### config.mk
export PLATFORM = sky130hd
export DESIGN_NAME = voice_scheduler
export DESIGN_NICKNAME = d
export VERILOG_FILES = /design/src/rtl/voice_scheduler.sv
export SDC_FILE = /design/constraint.sdc
export NUM_CORES = 1
export LEC_CHECK = 0
export BUFFER_PORTS_ARGS = -buffer_cell sky130_fd_sc_hd__buf_2
export CORE_MARGIN = 4
export CORE_UTILIZATION = 52
export CTS_CLUSTER_DIAMETER = 150
export CTS_CLUSTER_SIZE = 30
export DETAILED_ROUTE_END_ITERATION = 8
export GPL_ROUTABILITY_DRIVEN = 0
export MAX_ROUTING_LAYER = met4
export PLACE_DENSITY = 0.75
export SETUP_SLACK_MARGIN = 0.3
export SLEW_MARGIN = 20
export SYNTH_ARGS = -nofsm -noshare
export SYNTH_HDL_FRONTEND = slang
export SYNTH_SLANG_ARGS = --single-unit
### constraint.sdc
create_clock -name clk_i -period 2.5 [get_ports clk_i]
set_input_delay 0.5 -clock clk_i [delete_from_list [all_inputs] [get_ports clk_i]]
set_output_delay 0.5 -clock clk_i [all_outputs]
set_load 0.1 [all_outputs]
### src/rtl/voice_scheduler.sv
// Voice scheduler: time-shares one synchronous sample ROM among four drum voices,
// walking the active voices once per audio sample tick and latching one byte each.
module voice_scheduler #(
    parameter int OFF_W     = 13,
    parameter int VOICE_LEN = 6000,
    parameter int ROM_LAT   = 2,
    parameter int SR_DIV    = 6250
) (
    input  logic             clk_i,
    input  logic             rst_ni,
    input  logic             play_i,
    input  logic [3:0]       trig_i,
    output logic             rom_rd_o,
    output logic [OFF_W+1:0] rom_addr_o,
    input  logic [7:0]       rom_data_i,
    output logic [31:0]      voice_out_o,
    output logic [3:0]       active_o,
    output logic             sample_tick_o,
    output logic             frame_done_o,
    output logic [1:0]       dbg_state_o,
    output logic [1:0]       dbg_voice_o
);

    localparam int DIV_W = $clog2(SR_DIV);
    localparam int LAT_W = $clog2(ROM_LAT + 1);
    localparam logic [DIV_W-1:0] DIV_LAST = DIV_W'(SR_DIV - 1);
    localparam logic [LAT_W-1:0] LAT_LOAD = LAT_W'(ROM_LAT);
    localparam logic [LAT_W-1:0] LAT_ONE  = LAT_W'(1);
    localparam logic [OFF_W-1:0] LAST_OFF = OFF_W'(VOICE_LEN - 1);

    typedef enum logic [1:0] {
        IDLE = 2'd0,
        SCAN = 2'd1,
        WAIT = 2'd2,
        DONE = 2'd3
    } state_e;

    state_e           state_q;
    logic [1:0]       v_q;
    logic [LAT_W-1:0] wait_q;
    logic             pend_q;
    logic [3:0]       active_q;
    logic [OFF_W+1:0] addr_q;
    logic [DIV_W-1:0] div_q;
    logic [DIV_W-1:0] div_d;
    logic [OFF_W-1:0] offset_q [4];
    logic [7:0]       vout_q   [4];
    logic             tick;
    logic             capture;

    // ROM port: rom_rd_o is a one-cycle strobe with no back-pressure; the ROM must
    // present the addressed byte on rom_data_i exactly ROM_LAT cycles after the strobe.
    assign rom_rd_o   = (state_q == SCAN) && active_q[v_q];
    assign rom_addr_o = rom_rd_o ? {v_q, offset_q[v_q]} : addr_q;

    assign tick          = play_i && (div_q == DIV_LAST);
    assign sample_tick_o = tick;
    assign frame_done_o  = (state_q == DONE);
    assign capture       = (state_q == WAIT) && (wait_q == LAT_ONE);
    assign voice_out_o   = {vout_q[3], vout_q[2], vout_q[1], vout_q[0]};
    assign active_o      = active_q;
    assign dbg_state_o   = state_q;
    assign dbg_voice_o   = v_q;

    always_comb begin
        div_d = '0;
        if (play_i && !tick) begin
            div_d = div_q + DIV_W'(1);
        end
    end

    always_ff @(posedge clk_i or negedge rst_ni) begin
        if (!rst_ni) begin
            div_q    <= '0;
            state_q  <= IDLE;
            v_q      <= '0;
            wait_q   <= '0;
            pend_q   <= 1'b0;
            active_q <= '0;
            addr_q   <= '0;
            for (int i = 0; i < 4; i++) begin
                offset_q[i] <= '0;
                vout_q[i]   <= '0;
            end
        end else begin
            div_q <= div_d;
            if (rom_rd_o) begin
                addr_q <= {v_q, offset_q[v_q]};
            end
            if (!play_i) begin
                state_q  <= IDLE;
                v_q      <= '0;
                wait_q   <= '0;
                pend_q   <= 1'b0;
                active_q <= '0;
                for (int i = 0; i < 4; i++) begin
                    offset_q[i] <= '0;
                    vout_q[i]   <= '0;
                end
            end else begin
                case (state_q)
                    IDLE: begin
                        if (tick) begin
                            state_q <= SCAN;
                            v_q     <= '0;
                        end
                    end
                    SCAN: begin
                        if (active_q[v_q]) begin
                            wait_q  <= LAT_LOAD;
                            pend_q  <= trig_i[v_q];
                            state_q <= WAIT;
                        end else begin
                            vout_q[v_q] <= '0;
                            if (v_q == 2'd3) begin
                                state_q <= DONE;
                            end else begin
                                v_q <= v_q + 2'd1;
                            end
                        end
                    end
                    WAIT: begin
                        if (capture) begin
                            vout_q[v_q] <= rom_data_i;
                            // A retrigger seen since the read was issued already restarted
                            // the voice, so the stale read must not advance its offset.
                            if (!pend_q && !trig_i[v_q]) begin
                                if (offset_q[v_q] == LAST_OFF) begin
                                    offset_q[v_q] <= '0;
                                    active_q[v_q] <= 1'b0;
                                end else begin
                                    offset_q[v_q] <= offset_q[v_q] + OFF_W'(1);
                                end
                            end
                            if (v_q == 2'd3) begin
                                state_q <= DONE;
                            end else begin
                                v_q     <= v_q + 2'd1;
                                state_q <= SCAN;
                            end
                        end else begin
                            wait_q <= wait_q - LAT_W'(1);
                            if (trig_i[v_q]) begin
                                pend_q <= 1'b1;
                            end
                        end
                    end
                    DONE: begin
                        state_q <= IDLE;
                        v_q     <= '0;
                    end
                    default: state_q <= IDLE;
                endcase
                // Triggers override whatever the walk decided for that voice this cycle.
                for (int i = 0; i < 4; i++) begin
                    if (trig_i[i]) begin
                        active_q[i] <= 1'b1;
                        offset_q[i] <= '0;
                    end
                end
            end
        end
    end

endmodule

# Word-level counts from Yosys, hierarchy flattened
# Index checks and enable logic that the tools add are counted.
# classes
add_sub_neg,4
order_cmp,4
n_eq_ne,31
mux,61
n_bitwise,7
reduce_logical,24
# op_table
cell,count
two-way mux 52 bit,5
two-way mux 13 bit,8
two-way mux 32 bit,3
case mux 32 bit (2 select lines),1
bitwise AND 52 bit,1
bitwise mux 52 bit,1
inverter 52 bit,1
!= test 3 x 1 -> 1 bit (second input constant),17
bitwise AND 32 bit,1
bitwise mux 32 bit,1
inverter 32 bit,1
two-way mux 2 bit,14
adder 13 x 1 -> 13 bit (second input constant),2
binary-select mux 13 bit (select 2 bit),1
demux 13 bit (select 2 bit),1
== test 13 bit (second input constant),2
AND reduction 3 bit,8
two-way mux 4 bit,5
AND reduction 4 bit,5
demux 8 bit (select 2 bit),1
case mux 2 bit (4 select lines),2
two-way mux 15 bit,1
!= test 3 bit (second input constant),4
two-way mux 1 bit,11
other kinds (21),34
# totals
reg_bits,123
in_bits,15
out_inout_bits,58
elab_cells,149

# Longest topological paths before layout
# Gate-level depths: netlist (run 1).
# depth
depth_word,13
mapped_depth,9
depth_no_buf,8

# Worst setup path before layout (run 1)
# No wires, ideal clock.
# synth_path
kind,register -> output
start,register v_q[1] (netlist: dbg_voice_o[1])
end,output port rom_addr_o[11]
arrival_time_ns,4.214
required_ns,2.000
setup_slack_ns,-2.214
path_stages_with_launch,7
path_buffers,3
cell_sequence,dfrtp_1 > clkbuf_1 > buf_2 > mux4_2 > nand2_1 > clkbuf_1 > o21ai_0
# synth_via
elab_chain_cells,5
word_cells_on_any_way,8
cone_classes,mux (6); bitwise (1); reduce/logical (1)
# synth_rtl
item,line,text
"start, declared",39,logic [1:0] v_q;
"start signal, assigned",118,v_q <= v_q + 2'd1;
"start signal, assigned",138,v_q <= v_q + 2'd1;
inverter 2 -> 3 bit (not written as such),54,"assign rom_addr_o = rom_rd_o ? {v_q, offset_q[v_q]} : addr_q;"
binary-select mux 13 bit (select 2 bit),54,
two-way mux 13 bit (not written as such) (2 in a row),54,
two-way mux 15 bit *,--,
"end, declared",14,"output logic [OFF_W+1:0] rom_addr_o,"
# Mark *: on every way between the ends. The rest lies on a longest branch, timed or not. The select of a mux whose other input is x is not followed.

# Worst setup path in the final report (run 1)
# layout_path
start,register v_q[0] (netlist: dbg_voice_o[0])
end,output port rom_addr_o[6]
# Same word-level chain as after synthesis.

==> results.txt, run 1 <==
- The run finished, with violations left.
* Violations in the final reports: setup timing
* Post-detailed-route DRC marker count: 0
- The share of synthesized area in the top cell type comes to 0.520.
- Yosys printed 0 warnings.
- For this design the total switching power over the nets is 2310 µW.
- For this design the static power due to leakage is 0.00393 µW.
- Synthesized netlist cell count: 570
- Via-per-instance ratio: 6.43
- Pre-antenna DRT Iters: 5
- The share of total power dissipated in the clock network is 0.378.
- The net count of the finished layout is 742.
- R2R Path End: offset_q[10]
* Proportion of power drawn by combinational gates: 0.290
* Prevailing post-synth register cell: dfrtp_1
- The initial antenna violation count was 0.
* Die boundary width: 115 µm
* Number of global-route vias before repair: 5691
- Averaged over all synthesized cells, the footprint is 10.4 µm².
- Clock-pin slew was measured on the worst setup and hold paths at 0.06 ns.
- For the worst setup path, the data required time is 2.00 ns.
* Number of nets still failing antenna checks after routing: 0
- In the global route stage, overall resource usage came out at 0.303.
- The die is 115 µm tall.
- Endpoint class of the critical path: primary output
* Hold-critical path depth: 3
- For the worst flop-to-flop path, the logic depth is 9.
- Count of final hold-check violations: 0
- Post-layout minimum cycle time: 2.77 ns
- TritonCTS clock tree: built
* Insertion delay to the later sink of the worst-skew pair: 0.43 ns
- At the worst endpoint, the arrival time is 2.27 ns.
* Final worst-path cycle share: 1.11
- Part of the Yosys area used for sequential elements: 0.520
- Post-Route Setup TNS: -3.70 ns
* Area after detailed placement: 7090 µm²
- Hold WC Path Type: in -> reg
* Worst setup slack after layout: -0.275 ns
* Kind of launch point of the worst setup path: flop
* Maximum resistive drop on vdd: 1.03 mV
* Slew at the pin closest to its max-slew limit: 0.701 ns
- Worst Hold Path EP: voice_out_o[14]
- The number of nets in the synthesized netlist is 597.
* TritonCTS Buffers: 17
- Max Cap Violations: 0
- Entering global routing, the biggest net connects 69 pins.
- Most common cell after layout, fill and taps aside: dfrtp_1
- Final Slew Violations: 0
- dfrtp_1 takes more of the synthesized area than any other cell.
- For this configuration, the core starts out at a cell density of 0.539.
* Area inside the core boundary: 11000 µm²
- Detailed-placement wirelength estimate: 11000 µm
- In the final layout, the share of cells above drive strength 1 is 0.484.
- Cell area after layout: 8800 µm²
- Static timing analysis puts the maximum clock frequency at 360 MHz.
- For this design the ratio of total power to cell area is 749 nW/µm².
* Synthesized flop and latch total: 123
- Worst Hold Slack: 0.358 ns
- EDFF count, synth: 0
- Setup violations remaining at the end of the flow were counted as 17.
- Internal power summed over all cells: 4280 µW
- Counting flops with an async set or reset pin after synthesis yields a share of 1.00.
- Once layout is complete, the utilization of the core stands at 0.801.
* Final total power: 6590 µW
- Headroom to the max-slew limit came out at 0.531.
* Count of vias placed by the detailed router: 5577
* Power share of the sequential group: 0.332
- Unique cell type count in the Yosys netlist: 51
- The startpoint identified for the worst register-to-register timing path is dbg_voice_o[0].
* Switching portion of total power: 0.350
- The worst hold path begins at rom_data_i[6].
- Port Buf Inserts: 72
* First-pass GRT wire length: 29600 µm
* Top post-synthesis cells by area: dfrtp_1 52%, o21ai_0 7.3%, mux4_2 4.9%
* # IOs: 73
- The die covers 13100 µm².
- In the layout the commonest cells are 118 x dfrtp_1, 54 x buf_2, 48 x buf_4.
- Number of buffers on the longest clock path: 2
* H-Tree Depth: 4
- Crit Path Max Fanout: 13
- After synthesis the cells add up to 5920 µm².
- DRT Wirelength: 19100 µm
- The number of antenna diodes in the final layout is 0.
* Root buffer cell: clkbuf_16
* Unrepaired setup endpoints after global routing: yes
- Average wire per standard cell: 22.0 µm
* Residual overflow from global routing: 0
- P&R area growth vs syn: 48.8%
- Crit path kind: reg -> out
- Reg2reg setup slack: 0 ns
- Number of placement rows: 38
* Iter 0 DRT Violations: 472
* Worst clock skew: 0.0114 ns
- # clock sinks: 123
## registers in the layout, indices dropped and copies added, names as in the netlist
signal	cells
voice_out_o	32
offset_q	52
active_o	4
pend_q	1
wait_q	2
dbg_state_o	2
div_q	13
addr_q	15
dbg_voice_o	2
## cell type report
| class | instances | area, µm² |
|---|---|---|
| timing repair buffer | 149 | 1430 |
| fill | 568 | 2180 |
| inverter | 13 | 52.6 |
| multi-input combinational | 411 | 3460 |
| tap | 140 | 175 |
| sequential | 123 | 3090 |
| clock buffer | 22 | 454 |
| clock inverter | 10 | 143 |
## through the flow
| stage | instances | setup slack, ns |
|---|---|---|
| 2_1_floorplan | 570 | -0.209 |
| 3_3_place_gp | 795 | 0.0420 |
| 3_5_place_dp | 795 | -0.0702 |
| 4_1_cts | 864 | -0.263 |
| 5_1_grt | 868 | -0.318 |
| 6_report | 868 | -0.275 |
## kinds of logic (layout without fill, tap and decap cells)
family | after synthesis | in the layout | share of synthesized area
DFF | 123 | 123 | 0.520
adders and majority gates | 12 | 12 | 0.0254
muxes | 28 | 28 | 0.0827
buffers and inverters | 37 | 194 | 0.0311
xor gates and xnor gates | 17 | 17 | 0.0252
AOI/OAI and AO/OA | 166 | 166 | 0.164
and+or+nand+nor | 187 | 188 | 0.151
## worst max-delay path, cell delays in order, from the launching register on
cell	delay [ns]
dfrtp_4	0.49
mux4_2	0.57
nand2_4	0.11
buf_12	0.16
mux2_4	0.33
buf_12	0.17
## worst max-delay path by stage
| stage | to | depth (start not counted) | slack (ns) | from |
|---|---|---|---|---|
| finish | rom_addr_o[6] | 5 | -0.27 | dbg_voice_o[0] |
| global route | rom_addr_o[9] | 5 | -0.32 | dbg_voice_o[0] |
| CTS | rom_addr_o[6] | 5 | -0.26 | dbg_voice_o[0] |
| detailed placement | offset_q[21] | 7 | -0.07 | dbg_voice_o[0] |
| global placement | offset_q[21] | 6 | 0.04 | dbg_voice_o[0] |
| floorplan | rom_addr_o[10] | 6 | -0.21 | dbg_voice_o[0] |
## synthesized netlist by cell type, types with 3 or more instances
master and number:
buf_2 6, mux4_2 13, o21ai_0 86, a31o_1 3, o31ai_2 4, and3_1 7, ha_1 12, nor2_1 52
and2_1 6, dfrtp_1 123, o21ai_1 11, inv_1 12, buf_4 6, nand4_1 5, nand2b_1 6, xnor2_1 9
nor3_1 4, a211oi_1 8, a21oi_1 39, clkbuf_1 9, a221oi_1 3, nand3_1 30, xor2_1 8, mux2_2 11
nand2_1 65
## metal layers
layer | global-route usage | vias to the layer above | routed length (µm)
met5 | - | - | 0
met4 | 0.146 | 0 | 788
met3 | 0.0714 | 84 | 1570
met2 | 0.481 | 336 | 9640
met1 | 0.365 | 2802 | 7060
li1 | - | 2355 | -
## power by group through the flow
stage	sequential, µW	clock [µW]	combinational [µW]
final	2190	2490	1910
after global routing	2190	2600	2010
after global placement	2230	0	1460
after detailed placement	2230	0	1490
after CTS	2170	2510	1730
after floorplan	2550	0	815
## repair_timing
action                     4_1_cts  5_1_grt
hold buffers                     1        0
cloned                           6        0
setup buffers                   30        4
setup endpoints to repair      104      107
resized for setup              128       79
pin swaps                       20       23
hold endpoints to repair         6        0
Power figures use the tool's default switching activity.
==> run 2: changes to the inputs <==
--- a/config.mk
+++ b/config.mk
@@ -6,14 +6,16 @@
 export NUM_CORES = 1
 export LEC_CHECK = 0
 export BUFFER_PORTS_ARGS = -buffer_cell sky130_fd_sc_hd__buf_2
+export CELL_PAD_IN_SITES_DETAIL_PLACEMENT = 1
+export CELL_PAD_IN_SITES_GLOBAL_PLACEMENT = 2
 export CORE_MARGIN = 4
-export CORE_UTILIZATION = 52
+export CORE_UTILIZATION = 34
 export CTS_CLUSTER_DIAMETER = 150
 export CTS_CLUSTER_SIZE = 30
 export DETAILED_ROUTE_END_ITERATION = 8
 export GPL_ROUTABILITY_DRIVEN = 0
 export MAX_ROUTING_LAYER = met4
-export PLACE_DENSITY = 0.75
+export PLACE_DENSITY_LB_ADDON = 0.1
 export SETUP_SLACK_MARGIN = 0.3
 export SLEW_MARGIN = 20
 export SYNTH_ARGS = -nofsm -noshare
==> results.txt, run 2 (synthesized netlist as in run 1, its figures left out) <==
* GRT Util Overall: 0.213 (-0.0899)
* Worst stage delay on the critical path: 0.56 ns (about the same)
- The latest clock arrival within the worst-skew pair is 0.42 ns (about the same).
- Violations in the final reports: setup timing
* Post-layout minimum cycle time: 2.74 ns (-0.0382 ns)
- Root buffer cell: clkbuf_16
- The initial antenna violation count was 0 (unchanged).
* TritonCTS clock tree: built
* Worst path required time: 2.00 ns (about the same)
- The worst register-to-register path ends at voice_out_o[18].
- Post-Route Setup TNS: -3.28 ns (+0.417 ns)
- Status: finished, violations left
* GR met2 Demand/Resource: 0.359 (-0.122)
* H-Tree Depth: 4 (unchanged)
- Pre-antenna DRT Iters: 4 (-1)
- The library cell used most frequently in the layout, excluding fill and tap cells, is dfrtp_1.
- Traced cell by cell, the critical path runs through mux4_2, nand2_4, buf_12, mux2_4, buf_12.
* Final total power: 6740 µW (+2.3%)
- Endpoint class of the critical path: primary output
- Via-per-instance ratio: 5.39 (-16%)
- Crit path kind: reg -> out
- The number of fill cells in the layout was 1820 (+220%).
- Reg clk slew, reported paths: 0.06 ns (about the same)
- Port Buf Inserts: 72 (unchanged)
- The final clock period utilization by the worst path came to 1.09 (-0.0153).
- Worst Hold Slack: 0.0460 ns (-0.312 ns)
- Iter 0 DRT Violations: 206 (-56%)
- Number of buffers on the longest clock path: 2 (unchanged)
- The met3 routing resource usage after global routing is 0.0429 (-0.0284).
* Worst clock skew: 0.00733 ns (-0.00408 ns)
- Setup repair after global routing could not meet its margin everywhere.
- The initial standard-cell utilization of the core is 0.352 (-0.187).
- The number of hold-slack violations in the final timing report came to 0 (unchanged).
* Top Usage Layer GRT: met2
* Maximum resistive drop on vdd: 0.568 mV (-45%)
* Crit Path Max Fanout: 9 (-4)
- Met1 global-route usage: 0.262 (-0.103)
- The transition time at the pin with the least slew margin was 0.647 ns (-0.0545 ns).
* Final setup vio count: 16 (-1)
* Post-detailed-route DRC marker count: 0 (unchanged)
* Data arrival time of the critical path: 2.24 ns (-0.03 ns)
- The core region area came to 16800 µm² (+53%).
- The final worst slack was -0.237 ns (+0.0382 ns).
- Biggest register: offset_q
- Overall die height: 140 µm (+22%)
- Count of inserted antenna diode cells: 0 (unchanged)
- The max-capacitance violation count is 0 (unchanged).
- # clock sinks: 123 (unchanged)
- The leakage power total is 0.00389 µW (-1.1%).
- Hold-fix buffers at CTS: 0 (-1)
* Count of vias placed by the detailed router: 5143 (-7.8%)
- Headroom to the max-slew limit: 0.567 (+0.0365)
- Pwr/cell area: 764 nW/µm² (+2.1%)
- The peak clock frequency supported by timing was 365 MHz (+1.4%).
* Reg2reg setup slack: 0.01 ns (about the same)
- Ratio of cells with drive above 1 in the final layout: 0.457 (-0.0264)
- Residual overflow from global routing: 0 (unchanged)
* Cell at the slowest stage of the critical path: mux4_2
- The cell that appears most often on the critical path is buf_12.
- The clock buffer count from CTS came to 17 (unchanged).
- Average wire per standard cell: 20.5 µm (-6.4%)
* Number of nets still failing antenna checks after routing: 0 (unchanged)
- Origin of the critical flop-to-flop path: dbg_voice_o[0]
- # IOs: 73 (unchanged)
* Floorplan die area: 19600 µm² (+49%)
- The via count of the first global-routing pass was 5671 (-0.35%).
* Largest net degree at the start of global routing: 37 (-46%)
* DRT Wirelength: 19600 µm (+2.9%)
- Final net count: 749 (+0.94%)
* Kind of launch point of the worst setup path: flop
- The global-route wire length before repair is 32000 µm (+8.0%).
- The detailed placer's ending HPWL was 13300 µm (+21%).
- The length in cells of the worst reg-to-reg path is 13 (+4).
- Max reg flops: 52 (unchanged)
- Number of placement rows: 47 (+24%)
- Highest-count cells in the layout ignoring fill and taps: 118 x dfrtp_1, 54 x buf_2, 50 x buf_4
- The worst setup slack after placement was 0.0781 ns (+0.148 ns).
- The count of final max-slew check failures is 0 (unchanged).
- The path class of the tightest hold or removal check is in -> async.
- Relative to the synthesized area, the layout overhead comes to 49.1%.
* Die boundary width: 140 µm (+22%)
run 2: metrics by stage:
stage           util  instances  cell area, µm²
3_3_place_gp   0.435        886            7310
5_1_grt        0.524        955            8820
6_report       0.524        955            8820
2_1_floorplan      -        570            6230
4_1_cts        0.513        943            8630
3_5_place_dp   0.435        886            7310
run 2: layout make-up:
cell class,instances,area (µm²),share of cell area
flip-flops and latches,123,3090,0.350
clock buffers,17,425,0.0482
repair buffers,157,1510,0.171
inverters,13,52.6,0.00596
well taps,220,275,0.0312
clock inverters,15,168,0.0190
multi-input cells,410,3300,0.374
run 2: what timing repair did:
item / in CTS / in global routing
pin swaps: 40 / 14
endpoints found under the setup margin: 106 / 111
gates cloned: 1 / 0
resized for setup: 152 / 26
setup buffers: 24 / 12
run 2: how the worst max path moves through the flow:
| stage | cells past startpoint | startpoint | to | slack, ns |
|---|---|---|---|---|
| final | 5 | dbg_voice_o[0] | rom_addr_o[6] | -0.24 |
| after global routing | 5 | dbg_voice_o[0] | rom_addr_o[6] | -0.30 |
| after CTS | 5 | dbg_voice_o[0] | rom_addr_o[6] | -0.25 |
| after detailed placement | 7 | dbg_voice_o[0] | offset_q[50] | 0.08 |
| after global placement | 7 | dbg_voice_o[0] | offset_q[50] | 0.07 |
| after floorplan | 6 | dbg_voice_o[0] | rom_addr_o[10] | -0.21 |
run 2: report_power, final:
group / total (µW) / leakage, µW / internal, µW / switching [µW]
logic: 2050 / 0.00193 / 710 / 1340
clock network: 2510 / 0.000267 / 1480 / 1020
registers: 2190 / 0.00170 / 2080 / 109
run 2: worst max-delay path: cells and delay by family (launching register included):
family	cells	cell delay (ns)
buf+inv	2	0.32
simple gates	1	0.11
mux	2	0.89
flops	1	0.48
run 2: per-layer routing:
metal / up-vias / part of all wire
met1: 2663 / 0.43
li1: 2348 / -
met4: 0 / 0.017
met3: 27 / 0.036
met5: - / 0
met2: 105 / 0.52
